==> src/rtl/param_fifo.sv <==
// Parameterised synchronous FIFO: one inferred RAM, registered read port, sticky error flags.
// Define PARAM_FIFO_FWFT_EN for first-word-fall-through mode (head word shown before rd).
module param_fifo #(
    parameter int DATA_WIDTH  = 8,
    parameter int DEPTH       = 512,
    parameter int AFULL_LEVEL = DEPTH - 16,
    localparam int ADDR_W     = $clog2(DEPTH),
    localparam int CNT_W      = ADDR_W + 1
) (
    input  logic                  clk,
    input  logic                  reset,
    input  logic [DATA_WIDTH-1:0] data_in,
    input  logic                  wr,
    input  logic                  rd,
    output logic [DATA_WIDTH-1:0] data_out,
    output logic                  data_ready,
    output logic                  full,
    output logic                  almost_full,
    output logic [CNT_W-1:0]      count,
    output logic                  overflow,
    output logic                  underflow,
    input  logic                  clr_err
);

    if (DATA_WIDTH < 1) begin : g_bad_width
        $error("param_fifo: DATA_WIDTH must be >= 1");
    end
    if (DEPTH < 4 || (DEPTH & (DEPTH - 1)) != 0) begin : g_bad_depth
        $error("param_fifo: DEPTH must be a power of 2 and >= 4");
    end
    if (AFULL_LEVEL < 1 || AFULL_LEVEL > DEPTH) begin : g_bad_afull
        $error("param_fifo: AFULL_LEVEL must be in 1..DEPTH");
    end

    // Handshake: a write is taken when wr && !full, a read when rd && data_ready;
    // either request outside those conditions is dropped and flagged as an error.
    logic [DATA_WIDTH-1:0] mem [DEPTH];
    logic [CNT_W-1:0]      wr_ptr;
    logic [CNT_W-1:0]      rd_ptr;
    logic [CNT_W-1:0]      ram_count;
    logic                  ram_empty;
    logic                  wr_ok;
    logic                  rd_ok;
    logic                  ram_rd;

    assign ram_count = wr_ptr - rd_ptr;
    assign ram_empty = (wr_ptr == rd_ptr);
    assign wr_ok     = wr && !full && !reset;
    assign rd_ok     = rd && data_ready;

`ifdef PARAM_FIFO_FWFT_EN
    // The output register is an extra stage that is refilled whenever it is empty or being popped.
    logic out_valid;

    assign ram_rd     = !ram_empty && (!out_valid || rd_ok);
    assign data_ready = out_valid;
    assign count      = ram_count + CNT_W'(out_valid);
    assign full       = (count == CNT_W'(DEPTH));

    always_ff @(posedge clk) begin
        if (reset) begin
            out_valid <= 1'b0;
        end else if (ram_rd) begin
            out_valid <= 1'b1;
        end else if (rd_ok) begin
            out_valid <= 1'b0;
        end
    end
`else
    logic ram_full;

    assign ram_full   = (wr_ptr[ADDR_W] != rd_ptr[ADDR_W]) &&
                        (wr_ptr[ADDR_W-1:0] == rd_ptr[ADDR_W-1:0]);
    assign ram_rd     = rd_ok;
    assign data_ready = !ram_empty;
    assign count      = ram_count;
    assign full       = ram_full;
`endif

    assign almost_full = (count >= CNT_W'(AFULL_LEVEL));

    // Storage has no reset so it maps onto block RAM.
    always_ff @(posedge clk) begin
        if (wr_ok) begin
            mem[wr_ptr[ADDR_W-1:0]] <= data_in;
        end
    end

    always_ff @(posedge clk) begin
        if (reset) begin
            wr_ptr    <= '0;
            rd_ptr    <= '0;
            data_out  <= '0;
            overflow  <= 1'b0;
            underflow <= 1'b0;
        end else begin
            if (wr_ok) begin
                wr_ptr <= wr_ptr + 1'b1;
            end
            if (ram_rd) begin
                rd_ptr   <= rd_ptr + 1'b1;
                data_out <= mem[rd_ptr[ADDR_W-1:0]];
            end
            // A fresh error in the same cycle as clr_err keeps the flag set.
            overflow  <= (wr && full) || (overflow && !clr_err);
            underflow <= (rd && !data_ready) || (underflow && !clr_err);
        end
    end

endmodule

==> config.mk <==
export PLATFORM = sky130hd
export DESIGN_NAME = param_fifo
export DESIGN_NICKNAME = d
export VERILOG_FILES = /design/src/rtl/param_fifo.sv
export SDC_FILE = /design/constraint.sdc
export NUM_CORES = 2
export LEC_CHECK = 0
export CELL_PAD_IN_SITES_DETAIL_PLACEMENT = 0
export CELL_PAD_IN_SITES_GLOBAL_PLACEMENT = 1
export CORE_ASPECT_RATIO = 1.5
export CORE_MARGIN = 5
export CORE_UTILIZATION = 34
export CTS_CLUSTER_DIAMETER = 120
export DETAILED_ROUTE_END_ITERATION = 16
export GPL_ROUTABILITY_DRIVEN = 0
export PLACE_DENSITY = 0.63
export SLEW_MARGIN = 25
export SYNTH_ARGS = -nofsm -noshare
export SYNTH_HDL_FRONTEND = slang
export SYNTH_SLANG_ARGS = --single-unit
==> constraint.sdc <==
create_clock -name clk -period 8.4 [get_ports clk]
set_input_delay 0.84 -clock clk [delete_from_list [all_inputs] [get_ports clk]]
set_output_delay 0.84 -clock clk [all_outputs]
set_load 0.01 [all_outputs]
## Yosys cells after proc, flatten, opt, wreduce, memory -nomap -nowiden

Memories as Yosys holds them, arrays and structs flattened. A register that Yosys moved wholly into a read port is not among the register bits.
Index checks and enable logic that the tools add are counted.

- Bits in registers: 22
- Memory bits (writable): 4,096
- Bits of input ports: 13
- Word-level logic and storage cells: 28
- Memories: 1

- Add/sub/neg operators: 3
- Magnitude comparators: 1
- Equality and inequality tests: 3
- Mux-type cells: 2
- Reduce and logical (&&, ||, !) cells: 14

Memories:

| name | depth | bits a word | rd ports | clocked after memory_dff | wr ports | line | RTL |
|---|---|---|---|---|---|---|---|
| mem | 512 | 8 | 1 | 1 | 1 | 37 | `logic [DATA_WIDTH-1:0] mem [DEPTH];` |

Operators by type and width:

| kind | number |
|---|---|
| 10-bit by 1-bit adder with 10-bit output (second input constant) | 2 |
| 10-bit == test | 1 |
| 10-bit by 9-bit greater-or-equal comparator with 1-bit output (second input constant) | 1 |
| 10-bit subtractor | 1 |
| 9-bit == test | 1 |
| 1-bit logical AND | 8 |
| 1-bit zero test | 4 |
| 1-bit logical OR | 2 |
| 1-bit 2-to-1 mux | 2 |
| 1-bit != test | 1 |

## Longest topological paths before layout

- Word-level depth: 7
- Gate-level depth with buffers: 18

## Worst setup path before layout

OpenSTA, ideal clock, no wires.

- Path type: reg2out
- From: register rd_ptr[1]
- To: output almost_full
- Data arrival time: 3,360 ps
- Slack: 4,200 ps
- Cell stages (with the launch flop): 17
- Buffers on the path: 5
- Cells stage by stage: dfxtp_1 -> buf_2 -> buf_4 -> inv_1 -> buf_2 -> buf_2 -> buf_1 -> ha_1 -> nor2b_1 -> o21ai_0 -> a21boi_0 -> o21ai_0 -> a21boi_0 -> o21a_1 -> or3_1 -> o211ai_1 -> a31o_2

- Cells in the longest elaborated chain, start to end: 2

RTL lines:

| item | line | RTL |
|---|---|---|
| start: declaration | 39 | `logic [CNT_W-1:0] rd_ptr;` |
| start signal: assignment | 101 | `rd_ptr <= rd_ptr + 1'b1;` |
| 10-bit subtractor | 46 | `assign ram_count = wr_ptr - rd_ptr;` |
| net count[9] | 19 | `output logic [CNT_W-1:0] count,` |
| 10-bit by 9-bit greater-or-equal comparator with 1-bit output | 80 | `assign almost_full = (count >= CNT_W'(AFULL_LEVEL));` |
| end: declaration | 18 | `output logic almost_full,` |

The timed path passes the listed nets, and every way through them passes these cells.

## Worst setup path in the final report

- From: register rd_ptr[2]
- To: output almost_full

- Cells in the longest elaborated chain, start to end: 2

RTL lines:

| item | line |
|---|---|
| 10-bit subtractor | 46 |
| 10-bit by 9-bit greater-or-equal comparator with 1-bit output | 80 |

No other way between the ends.

==> results.py <==
metrics = {
    "outcome": {
        "status": "finished, final reports clean",
    },
    "pwr": {
        "leakagePower_nw": 53.04,
        "ir_worst_vdd_mv": 0.1558,
        "powerDensity_nw_per_um2": 245.5,
    },
    "yosys": {
        "synthDistinctLibCells": 73,
        "synth_ff_type": "edfxtp_1",
        "synth_edf_count": 4096,
        "netlist_instances": 7848,
        "yosys_warnings": 0,
        "seq_area_frac_synth_pct": 76.67,
        "yosys-top-cells-count": "4096 x edfxtp_1, 888 x mux4_2, 642 x nor2_1",
        "synthTopCellsByArea": "edfxtp_1 76%, mux4_2 12%, mux2i_1 2.8%, nor2_1 1.5%, o221ai_1 0.75%",
        "synthArstFlopShare_pct": 0,
        "synth.largest_area_cell": "edfxtp_1",
        "yosysMostFrequentCell": "edfxtp_1",
        "synth_seq_cells": 4126,
        "syn-cell-area_um2": 161200,
        "synth_top_area_share_pct": 76.30,
        "syn-num-nets": 7876,
        "avgSynthCellArea_um2": 20.54,
    },
    "place": {
        "port_buffers": 35,
        "place_ws_ps": 3085,
        "dp_cells": 13810,
        "dp_hpwl_mm": 302.4,
    },
    "global_routing": {
        "grt_overflow": 0,
        "grt_pass1_vias": 82510,
        "grt_max_degree": 151,
        "antenna_found_initial": 26,
        "grt_usage_pct": 19.66,
        "grt_pass1_wl_mm": 676.5,
    },
    "sta": {
        "fin_ws_ps": 2588,
        "fmax_ghz": 0.1721,
        "tightest_slew_ps": 1141,
        "period_minus_slack_ps": 5812,
        "final_hold_viol_count": 0,
        "fin_setup_tns_ps": 0,
        "rsz0062_at_grt": "no",
        "period_share_pct": 69.19,
        "slew_headroom_pct": 21.74,
        "drv_slew": 0,
        "setup_violations": 0,
        "hold_ws_ps": 314.5,
        "clock_skew_ps": 40.50,
    },
    "die": {
        "die_h_um": 853.3,
        "die_w_um": 572.2,
        "dieArea_um2": 488300,
        "fp-row-count": 309,
        "io-pin-count": 36,
        "core_area_um2": 472500,
        "start_util_pct": 34.12,
    },
    "clocking": {
        "cts-root-buf": "clkbuf_16",
        "cts_setup_buffers": 0,
        "cts_resized": 0,
        "cts_tree": "done",
        "cts_max_level": 5,
        "holdBufCountCts": 0,
        "numCtsBuffers": 352,
        "clockBufferDepth": 4,
        "cts.sinks": 4126,
        "clk_latency_ps": 940,
        "clk_pin_slew_ps": 70,
    },
    "detailed_routing": {
        "via_per_inst": 5.591,
        "ant_nets": 0,
        "vias": 80850,
        "first_iter_violations": 9433,
        "avgRoutedWirePerCell_um": 33.98,
        "drc": 0,
        "postRouteWirelength_mm": 491.4,
        "firstDrtPassIters": 5,
    },
    "finish": {
        "num-fill-cells": 42240,
        "nets": 7969,
        "areaGrowthSynthToFinish_pct": 11.79,
        "drive_above_1_share_pct": 20.54,
        "fin_cells": 14460,
    },
    "worst_setup_path": {
        "start_kind": "register",
        "crit_family": "compound AO/OA/AOI/OAI gates",
        "critPathCaptureType": "output port",
        "critPathMaxStageDelay_ps": 810,
        "r2r_start": "rd_ptr[6]",
        "path_cells": "inv_8 > ha_1 > o21ai_0 > a21boi_0 > o21ai_0 > a21boi_0 > o21a_1 > nor2_1 > o211ai_1 > a31o_2 > clkdlybuf4s50_1",
        "critPathSlowestCell": "dfxtp_4",
        "critPathArrivalTime_ps": 4970,
        "cp_num_buf_inv": 2,
        "critical_path_class": "reg2out",
        "critPathMaxFanout": 50,
        "worstSetupStartpoint": "rd_ptr[2]",
        "crit_required_ps": 7560,
    },
    "min_path": {
        "holdCritPathClass": "in2reg",
        "worstHoldStart": "data_in[4]",
    },
    "flow_run": {
        "maxCapViolCount": 0,
    },
}
[area by class of cell]
cell class	instances	area [um^2]	share of cell area, %
sequential	4126	123600	68.60
inverter	18	82.58	0.04582
multi-input combinational	3217	35010	19.43
clock buffer	415	9183	5.095
tap	6220	7782	4.319
antenna	22	55.05	0.03055
clock inverter	217	2288	1.270
timing repair buffer	226	2187	1.214
[state kept, by name (all words and copies together) (netlist names)]
register and count:
mem 4096, rd_ptr 10, wr_ptr 10, data_out 8
overflow 1, underflow 1
[cell families after synthesis]
group,after synthesis,synth area share [%]
adders and majority gates,15,0.1211
and+or+nand+nor,1122,2.904
buffers and inverters,505,1.868
muxes,1352,15.30
DFF,4126,76.67
xor gates and xnor gates,23,0.1250
AOI/OAI and AO/OA,705,3.004
[power by group]
group / leakage [nW] / internal [mW] / switching [mW] / total, mW
sequential: 37.0 / 22.6 / 0.0415 / 22.7
combinational: 10.4 / 2.10 / 2.83 / 4.93
clock: 5.58 / 9.16 / 7.48 / 16.6
[stage by stage]
stage	area [um^2]	util (%)	power (mW)
after floorplan	161200	-	26.55
after global placement	168600	35.69	28.09
after detailed placement	168700	35.70	28.11
after CTS	180200	38.13	44.57
after global routing	180200	38.14	45.51
final	180200	38.14	44.24
[worst paths after layout]
| check | to | cells after the start | slack, ps |
|---|---|---|---|
| worst min register to register | data_out[3] | 2 | 540 |
| worst max register to register | mem[371][4] | 9 | 3100 |
| worst min-delay path | mem[253][4] | 1 | 310 |
| worst max-delay path | almost_full | 11 | 2590 |
[metal layers]
metal	wire, um	vias up	track usage (%)
met5	43	-	0
met4	32560	6	10.99
met3	35380	913	3.353
met2	247900	3853	33.71
met1	175600	43420	23.48
li1	-	32660	-
[worst reg2reg max path, cell delays in order, from the launching register on]
cell and delay, ps:
dfxtp_1 660, clkinv_1 440, ha_1 460, and4_1 230, nand3_1 140, o21ai_1 270, nor4_2 930, nand2_4 570
buf_4 560, nor2_1 680
[cells in the final DEF (no fill, tap or decap), drive strengths merged, types with 11 or more instances in the layout]
cell type and count:
nor3 49, nand2 251, a221oi 19, ha 14, buf 200, dfxtp 30, nand4 17, mux2i 443
clkbuf 415, a211oi 17, xnor2 16, diode 22, a21oi 151, clkinv 150, o221ai 139, o22ai 108
a2111oi 11, and3 17, a21o 12, clkinvlp 15, mux4 888, nand3 63, clkdlybuf4s50 26, a22oi 49
o21ai 95, mux2 21, nor4 25, bufinv 42, nor2b 14, a31oi 19, inv 28, nor2 642
o211ai 12, edfxtp 4096
No activity file was read; power rests on OpenSTA's default activity.
